===== config.mk =====
export PLATFORM = sky130hd
export DESIGN_NAME = mem_bridge
export DESIGN_NICKNAME = d
export VERILOG_FILES = /design/src/rtl/mem_bridge_pkg.sv /design/src/rtl/mem_bridge_decode.sv /design/src/rtl/mem_bridge.sv
export SDC_FILE = /design/constraint.sdc
export NUM_CORES = 1
export LEC_CHECK = 0
export BUFFER_PORTS_ARGS = -buffer_cell sky130_fd_sc_hd__buf_4
export CORE_MARGIN = 2
export CORE_UTILIZATION = 30
export CTS_CLUSTER_DIAMETER = 50
export DETAILED_ROUTE_END_ITERATION = 10
export GPL_TIMING_DRIVEN = 0
export HOLD_SLACK_MARGIN = 0.03
export SLEW_MARGIN = 5
export SYNTH_ARGS = -nofsm -noshare
export SYNTH_HDL_FRONTEND = slang
export SYNTH_SLANG_ARGS = --single-unit

===== constraint.sdc =====
create_clock -name clk -period 2.1 [get_ports clk]
set_input_delay 0.42 -clock clk [delete_from_list [all_inputs] [get_ports clk]]
set_output_delay 0.42 -clock clk [all_outputs]
set_load 0.01 [all_outputs]

===== src/rtl/mem_bridge_pkg.sv =====
// Shared types and constants for the MEM-stage data bridge: FSM encoding,
// data-memory region tags and default device window layout.
package mem_bridge_pkg;

  typedef enum logic [1:0] {
    ST_IDLE = 2'd0,
    ST_ACC  = 2'd1,
    ST_DONE = 2'd2,
    ST_ERR  = 2'd3
  } state_e;

  // Wide enough for up to 8 device channels.
  localparam int DEV_IDX_W = 3;

  localparam logic [18:0] DM_LO_TAG  = 19'h00000;
  localparam logic [19:0] DM_HI_PAGE = 20'h00002;

  localparam logic [63:0] DEF_DEV_BASE = {32'h00007F10, 32'h00007F00};
  localparam logic [31:0] DEF_DEV_MASK = 32'hFFFFFFF0;

  function automatic logic [7:0] onehot8(input logic [DEV_IDX_W-1:0] idx);
    onehot8 = 8'h01 << idx;
  endfunction

endpackage


===== src/rtl/mem_bridge_decode.sv =====
// Combinational address decoder: data memory wins over devices, and among
// overlapping device windows the lowest index wins.
module mem_bridge_decode
  import mem_bridge_pkg::*;
#(
  parameter int                   NDEV     = 2,
  parameter logic [NDEV*32-1:0]   DEV_BASE = DEF_DEV_BASE,
  parameter logic [31:0]          DEV_MASK = DEF_DEV_MASK
) (
  input  logic [31:0]          cpu_addr,
  output logic                 dm_hit,
  output logic                 dev_hit,
  output logic [DEV_IDX_W-1:0] dev_idx,
  output logic                 unmapped
);

  logic w_dev_any;

  // Scan from the top so the lowest matching window is the last to assign.
  always_comb begin
    w_dev_any = 1'b0;
    dev_idx   = '0;
    for (int i = NDEV - 1; i >= 0; i--) begin
      if ((cpu_addr & DEV_MASK) == DEV_BASE[i*32 +: 32]) begin
        w_dev_any = 1'b1;
        dev_idx   = DEV_IDX_W'(i);
      end else begin
        w_dev_any = w_dev_any;
      end
    end
    dm_hit   = (cpu_addr[31:13] == DM_LO_TAG) || (cpu_addr[31:12] == DM_HI_PAGE);
    dev_hit  = ~dm_hit & w_dev_any;
    unmapped = ~dm_hit & ~w_dev_any;
  end

endmodule


===== src/rtl/mem_bridge.sv =====
// MEM-stage data bridge: zero-latency data memory path plus multi-cycle
// device accesses with ready handshake, pipeline stall, timeout and bus error.
module mem_bridge
  import mem_bridge_pkg::*;
#(
  parameter int                 NDEV     = 2,
  parameter logic [NDEV*32-1:0] DEV_BASE = DEF_DEV_BASE,
  parameter logic [31:0]        DEV_MASK = DEF_DEV_MASK,
  parameter int                 TIMEOUT  = 15
) (
  input  logic                 clk,
  input  logic                 reset_n,
  input  logic                 cpu_req,
  input  logic                 cpu_we,
  input  logic [3:0]           cpu_be,
  input  logic [31:0]          cpu_addr,
  input  logic [31:0]          cpu_wdata,
  output logic [31:0]          cpu_rdata,
  output logic                 cpu_stall,
  output logic                 cpu_err,
  output logic                 dm_we,
  output logic [3:0]           dm_be,
  input  logic [31:0]          dm_rdata,
  output logic [NDEV-1:0]      dev_sel,
  output logic                 dev_we,
  output logic [31:0]          dev_addr,
  output logic [31:0]          dev_wdata,
  input  logic [NDEV*32-1:0]   dev_rdata,
  input  logic [NDEV-1:0]      dev_ready
);

  localparam int              CW     = ($clog2(TIMEOUT + 1) > 4) ? $clog2(TIMEOUT + 1) : 4;
  localparam logic [CW-1:0]   TO_VAL = CW'(TIMEOUT);

  state_e                 r_state;
  state_e                 w_next;
  logic [31:0]            r_addr;
  logic [31:0]            r_wdata;
  logic [31:0]            r_rdata;
  logic                   r_we;
  logic [DEV_IDX_W-1:0]   r_idx;
  logic [CW-1:0]          r_cnt;

  logic                   w_dm_hit;
  logic                   w_dev_hit;
  logic                   w_unmapped;
  logic [DEV_IDX_W-1:0]   w_dev_idx;
  logic                   w_sel_ready;
  logic [31:0]            w_sel_rdata;
  logic [7:0]             w_onehot;

  mem_bridge_decode #(
    .NDEV     (NDEV),
    .DEV_BASE (DEV_BASE),
    .DEV_MASK (DEV_MASK)
  ) u_decode (
    .cpu_addr (cpu_addr),
    .dm_hit   (w_dm_hit),
    .dev_hit  (w_dev_hit),
    .dev_idx  (w_dev_idx),
    .unmapped (w_unmapped)
  );

  assign dm_be     = cpu_be;
  assign dev_addr  = r_addr;
  assign dev_wdata = r_wdata;
  assign w_onehot  = onehot8(r_idx);

  // Pick the ready/read-data slice of the latched device; others are ignored.
  always_comb begin
    w_sel_ready = 1'b0;
    w_sel_rdata = 32'h0;
    for (int i = 0; i < NDEV; i++) begin
      if (r_idx == DEV_IDX_W'(i)) begin
        w_sel_ready = dev_ready[i];
        w_sel_rdata = dev_rdata[i*32 +: 32];
      end else begin
        w_sel_ready = w_sel_ready;
      end
    end
  end

  // Next-state and output decode.
  always_comb begin
    w_next    = r_state;
    cpu_stall = 1'b0;
    cpu_err   = 1'b0;
    cpu_rdata = 32'h0;
    dm_we     = 1'b0;
    dev_sel   = '0;
    dev_we    = 1'b0;
    case (r_state)
      ST_IDLE: begin
        if (cpu_req && w_dm_hit) begin
          dm_we     = cpu_we;
          cpu_rdata = cpu_we ? 32'h0 : dm_rdata;
        end else if (cpu_req && w_dev_hit) begin
          w_next    = ST_ACC;
          cpu_stall = 1'b1;
        end else if (cpu_req && w_unmapped) begin
          w_next    = ST_ERR;
          cpu_stall = 1'b1;
        end else begin
          w_next = ST_IDLE;
        end
      end
      ST_ACC: begin
        dev_sel   = w_onehot[NDEV-1:0];
        dev_we    = r_we;
        cpu_stall = 1'b1;
        // Ready beats timeout when both land in the same cycle.
        if (w_sel_ready) begin
          w_next = ST_DONE;
        end else if (r_cnt == TO_VAL) begin
          w_next = ST_ERR;
        end else begin
          w_next = ST_ACC;
        end
      end
      ST_DONE: begin
        cpu_rdata = r_rdata;
        w_next    = ST_IDLE;
      end
      ST_ERR: begin
        cpu_err = 1'b1;
        w_next  = ST_IDLE;
      end
      default: begin
        w_next = ST_IDLE;
      end
    endcase
  end

  // State register.
  always_ff @(posedge clk or negedge reset_n) begin
    if (!reset_n) begin
      r_state <= ST_IDLE;
    end else begin
      r_state <= w_next;
    end
  end

  // Access latches, wait counter and captured read data.
  always_ff @(posedge clk or negedge reset_n) begin
    if (!reset_n) begin
      r_addr  <= 32'h0;
      r_wdata <= 32'h0;
      r_rdata <= 32'h0;
      r_we    <= 1'b0;
      r_idx   <= '0;
      r_cnt   <= '0;
    end else begin
      case (r_state)
        ST_IDLE: begin
          if (cpu_req && w_dev_hit) begin
            r_addr  <= cpu_addr;
            r_wdata <= cpu_wdata;
            r_we    <= cpu_we;
            r_idx   <= w_dev_idx;
            r_cnt   <= '0;
          end
        end
        ST_ACC: begin
          if (w_sel_ready) begin
            r_rdata <= r_we ? 32'h0 : w_sel_rdata;
          end else if (r_cnt != {CW{1'b1}}) begin
            r_cnt <= r_cnt + CW'(1);
          end
        end
        default: begin
          r_cnt <= r_cnt;
        end
      endcase
    end
  end

endmodule


# [After elaboration in Yosys (flattened, before gate mapping)]
# Cells that the tools add are included.
# W data, S select, Z words.
[totals] regBits=106
[op_classes] n_reduce_logical=12 n_eq_ne=13 n_shift=1 mux=31 add_sub_neg=1 bitwise=4
[ops] operator="$mux W32" count=5
[ops] operator="$pmux W32 S2" count=1
[ops] operator="$eq A28 B11 Y1 const B" count=2
[ops] operator="$eq A20 B2 Y1 const B" count=1
[ops] operator="$logic_not A19 Y1" count=1
[ops] operator="$mux W1" count=12
[ops] operator="$mux W2" count=6
[ops] operator="$mux W4" count=3
[ops] operator="$ne A2 B2 Y1 const B" count=4
[ops] operator="$pmux W4 S2" count=1
[ops] operator="$pmux W2 S3" count=1
[ops] operator="$add A4 B1 Y4 const B" count=1
[ops] operator="$eq A2 B2 Y1 const B" count=2
[ops] operator="$eq A4 B4 Y1 const B" count=1
[ops] operator="$ne A4 B4 Y1 const B" count=1
[ops] operator="$reduce_and A2 Y1" count=2
[ops] operator="$reduce_and A4 Y1" count=1
[ops] operator="$eq A3 B1 Y1 const B" count=1
[ops] operator="$logic_and A1 B1 Y1" count=3
[ops] operator="$logic_not A3 Y1" count=1
[ops] operator="$mux W3" count=1
[ops] operator="$shl A1 B3 Y2 const A" count=1
[ops] operator="$and A1 B1 Y1" count=2
[ops] operator="$eq A2 B1 Y1 const B" count=1
[ops] operator="6 further kinds" count=7

# [Logic depth before layout (Yosys ltp)]
[logic_depth] depth_word=10 depth_mapped=7 depth_no_buf=5

# [Modules after synthesis]
# A second synthesis with hierarchy kept.
[hier_totals] hier_cells=582 hier_area_um2=5102.4
[by_module_without_submodules] module="mem_bridge" instances=1 area_per_inst_um2=4974.8 cells_each=565
[by_module_without_submodules] module="mem_bridge_decode" instances=1 area_per_inst_um2=127.6 cells_each=17

# [Worst setup path after synthesis]
# OpenSTA, ideal clock, no wires.
[synth_timing] kind="input -> output" start="input cpu_addr[18]" end="output cpu_rdata[0]" setup_slack_ns=-0.078 cell_stages=5 n_path_buf=1 t_arrival_ns=1.758 cell_sequence="nor4_1 nand4_1 nor4_2 buf_2 a32o_1"
[synth_via] elab_chain_len=5 elab_cells_between_ends=6
[synth_lines] element="start, declared" line="mem_bridge.sv:16" text="input logic [31:0] cpu_addr,"
[synth_lines] element="$eq A20 B2 Y1 or $logic_not A19 Y1 (tied branches)" line="mem_bridge_decode.sv:31" text="dm_hit = (cpu_addr[31:13] == DM_LO_TAG) || (cpu_addr[31:12] == DM_HI_PAGE);"
[synth_lines] element="$logic_or A1 B1 Y1 (*)" line="mem_bridge_decode.sv:31"
[synth_lines] element="$logic_and A1 B1 Y1 (*)" line="mem_bridge.sv:94" text="if (cpu_req && w_dm_hit) begin"
[synth_lines] element="$mux W32 (*)" line="mem_bridge.sv:94"
[synth_lines] element="$pmux W32 S2 (*)" line="mem_bridge.sv:92" text="case (r_state)"
[synth_lines] element="end, declared" line="mem_bridge.sv:18" text="output logic [31:0] cpu_rdata,"
# Mark *: on every way between the ends. The rest lies on a longest branch, timed or not.

# [Worst setup path in the final report]
[layout_timing] start="register r_state[0]" end="output cpu_rdata[13]"
[layout_via] elab_chain_len=2 elab_cells_between_ends=3
[layout_lines] element="start, declared" line="mem_bridge.sv:35" text="state_e r_state;"
[layout_lines] element="start signal, assigned" line="mem_bridge.sv:139" text="r_state <= w_next;"
[layout_lines] element="$eq A2 B2 Y1 or $logic_not A2 Y1 (tied branches)" line="mem_bridge.sv:92"
[layout_lines] element="$pmux W32 S2 (*)" line="mem_bridge.sv:92"
# Marked as above.

==> summary.md <==
| Metric | Value |
|---|---|
| R2R Path End | `dev_wdata[14]$_DFFE_PN0P_` |
| Num ports | `between 200 and 300` |
| Post-route DRC | `0` |
| Chip Width | `130 um` |
| Area of the multi-input gates | `2230 um2` |
| Most common cell after layout, fill and taps aside | `buf_4` |
| Kind of capture point of the worst setup path | `output port` |
| Layout net count | `approximately 870` |
| Max-cap violations | `0` |
| Synth top area share | `a little over half` |
| CTS tree | `yes` |
| Tot Pwr | `6.16 mW` |
| Max incr delay on CP | `about 0.44 ns` |
| Worst endpoint required time | `1.68 ns` |
| GPL Wtd Cong | `0.748` |
| Die Height | `roughly 130 um` |
| Port Buffers | `about 270` |
| Netlist Area Pre-Place | `4770 um2` |
| Status | `complete, but fails checks` |
| Final Hold Fails | `0` |
| Fmax | `413 MHz` |
| CP Data Arrival Time | `2.00 ns` |
| Number of H-tree levels | `3` |
| Placed cells | `881` |
| Worst hold path type | `input port to register` |
| Vias | `approximately 4,400` |
| Root buffer cell | `clkbuf_16` |
| DP Worst Slack | `-0.716 ns` |
| WL final | `16,800 um` |
| Bufs and invs on worst path | `3` |
| Num Clock Sinks | `104` |
| VDD IR-drop max | `0.346 mV` |
| Reg2Reg Setup Slack | `0.05 ns` |
| Routed vias/inst | `about 4.8` |
| #FFs+latches synth | `104` |
| Post-Synthesis Cells | `approximately 390` |
| DR iter-0 viols | `183` |
| CP dominant cell by count | `buf_6` |
| Non-Filler Instances | `920` |
| Setup Viol. Count Final | `83` |
| Clk pin slew, worst setup/hold paths | `0.07 ns` |
| N_diodes | `0` |
| Yosys top cell by area | `dfrtp_1` |
| Worst path slowest cell | `dfrtp_2` |
| Core Util, Final | `between 50 and 60%` |
| Sequential area share after synthesis | `a little over half` |
| Synth async-reset ratio | `100%` |
| Share of cells above drive strength 1 | `between 50% and 60%` |
| PD cells | `752 nW/um2` |
| FP Rows | `46` |
| Initial antenna violation count | `0` |
| TritonRoute pass-1 iters | `4` |
| Register Area | `roughly 2600 um2` |
| Syn Nets | `565` |
| Worst skew pair latency | `0.35 ns` |
| First-pass GRT wire length | `22,900 um` |
| Critical Path Start Type | `register` |
| Grt ovf | `0` |
| RR Startpoint | `r_state[0]$_DFFE_PN0P_` |
| PnR worst setup slack | `-0.321 ns` |
| Worst Tran Pin Value | `0.781 ns` |
| Unrepaired setup endpoints after global routing | `true` |
| Tmin final | `around 2.4 ns` |
| Synth unique cells | `34` |
| Post-DRT Antenna Nets | `0` |
| Violated checks | `setup timing` |
| Cell count along the critical path | `7` |
| Most frequent cells in the layout | `254 x buf_4, 102 x dfrtp_1, 41 x nand2_1` |
| Filler instances | `between 1,000 and 1,500` |
| Number of synthesized flops with an enable pin | `0` |
| Crit path to | `cpu_rdata[13]` |
| Crit path cell chain | `nor3b_4 -> nand2_2 -> nor4_4 -> buf_6 -> clkbuf_16 -> a32o_1 -> buf_6` |
| Worst-path fanout max | `7` |
| Synthesis-to-finish area growth | `71.7%` |
| YS warnings | `0` |
| Dpl hpwl | `roughly 12,000 um` |
| Full die area | `around 17,000 um2` |
| Slew headroom | `48.0%` |
| P_leak | `4.15 nW` |
| Setup TNS | `-15.78 ns` |
| Initial Utilization | `30.4%` |
| Top cell family by delay on the critical path | `simple AND/OR/NAND/NOR gates` |
| Clock Tree Buf Depth | `2` |
| Register-to-Register Path Depth | `8` |
| Clk_skew | `0.00899 ns` |
| Largest net degree at the start of global routing | `about 110` |
| Vias in the first global route | `approximately 4,400` |
| Critical setup path kind | `register to output port` |
| Synth top area cells | `dfrtp_1 55%, mux2_1 9.2%, mux2i_1 7.1%, a32o_1 6.7%, o31ai_1 5.2%` |
| Drt wl/cell | `between 15 and 20 um` |
| Period utilisation layout | `115%` |
| Core area | `15,700 um2` |
| Synth Flop Type | `dfrtp_1` |
| TritonCTS Buffers | `9` |
| Crit path from | `r_state[0]$_DFFE_PN0P_` |
| GRT Total Usage | `17.7%` |
| Fin. max-slew vios | `0` |
| Syn_area_per_cell | `about 12 um2` |
[through the flow]
stage	cell area [um2]	hold WS, ns
final	8200	0.297
after global routing	8200	0.284
after CTS	7610	0.272
after detailed placement	7110	0.459
after global placement	7110	0.449
after floorplan	4810	0.124
[how the worst min path moves through the flow]
stage | startpoint | endpoint | slack [ns] | depth (start not counted)
floorplan | reset_n | dev_addr[0]$_DFFE_PN0P_ | 0.12 | 0
global placement | dev_addr[8]$_DFFE_PN0P_ | dev_addr[8]$_DFFE_PN0P_ | 0.45 | 1
detailed placement | dev_addr[10]$_DFFE_PN0P_ | dev_addr[10]$_DFFE_PN0P_ | 0.46 | 1
CTS | cpu_wdata[26] | dev_wdata[26]$_DFFE_PN0P_ | 0.27 | 2
global route | cpu_wdata[13] | dev_wdata[13]$_DFFE_PN0P_ | 0.28 | 2
finish | cpu_wdata[3] | dev_wdata[3]$_DFFE_PN0P_ | 0.30 | 2
[cells by family (layout without fill, tap and decap cells)]
logic type / Yosys count / after routing / synth area share, %
buffers and inverters: 38 / 348 / 4.27
AND/OR/NAND/NOR: 101 / 101 / 11.2
flip-flops: 104 / 104 / 54.5
AO/OA/AOI/OAI: 76 / 76 / 13.2
multiplexers: 73 / 73 / 16.3
adder cells (fa/ha/maj): 1 / 1 / 0.262
XOR/XNOR: 1 / 1 / 0.184
[worst register-to-register path: cells and delay by family, from the launching register on]
kind | cells | cell delay (ns)
flip-flops | 1 | 0.44
buffers and inverters | 4 | 0.66
multiplexers | 1 | 0.30
AND/OR/NAND/NOR | 3 | 0.53
[state kept, by name (all words and copies together), names as in the netlist]
register / flops
dev_addr: 32
r_we: 1
r_idx: 1
r_state: 2
r_rdata: 32
dev_wdata: 32
r_cnt: 4
[where the power goes]
part           leakage [nW]  internal [mW]  total (mW)  switching, mW
Clock                 0.133          0.841        1.59          0.749
Sequential             1.40           2.34        2.57          0.229
Combinational          2.62           1.00        2.00           1.00
Total                  4.15           4.19        6.16           1.98
[metal layers]
metal	global-route usage, %	up-vias	wire (um)
met5	0	-	0
met2	31.0	187	8680
met4	5.57	0	203
met1	21.6	2138	6720
met3	4.35	13	1220
li1	-	2061	-
[what timing repair did]
item / in CTS / in global routing
hold buffers: 0 / 1
setup buffers: 7 / 9
pin swaps: 10 / 22
endpoints found under the hold margin: 0 / 16
gates cloned: 0 / 8
setup endpoints to repair: 139 / 116
resized for setup: 41 / 99
[cells in the mapped netlist (4+ instances only)]
cell	n
and2_1	4
clkbuf_1	15
mux2i_1	34
or2_2	6
buf_2	13
buf_6	4
nor2b_1	23
nor2_1	6
buf_4	4
o21ai_0	4
mux2_1	39
dfrtp_1	104
nand3_1	4
nand2_1	42
a32o_1	32
o31ai_1	33
[area by class of cell]
class                           instances  share of cell area (%)
Tap cell                              216                    3.30
Sequential cell                       104                    31.8
Clock inverter                          3                   0.321
Inverter                                1                  0.0458
Buffer                                 36                    3.57
Timing Repair Buffer                  296                    30.7
Multi-Input combinational cell        252                    27.3
Clock buffer                           12                    3.01
(Power assumes the default switching activity.)
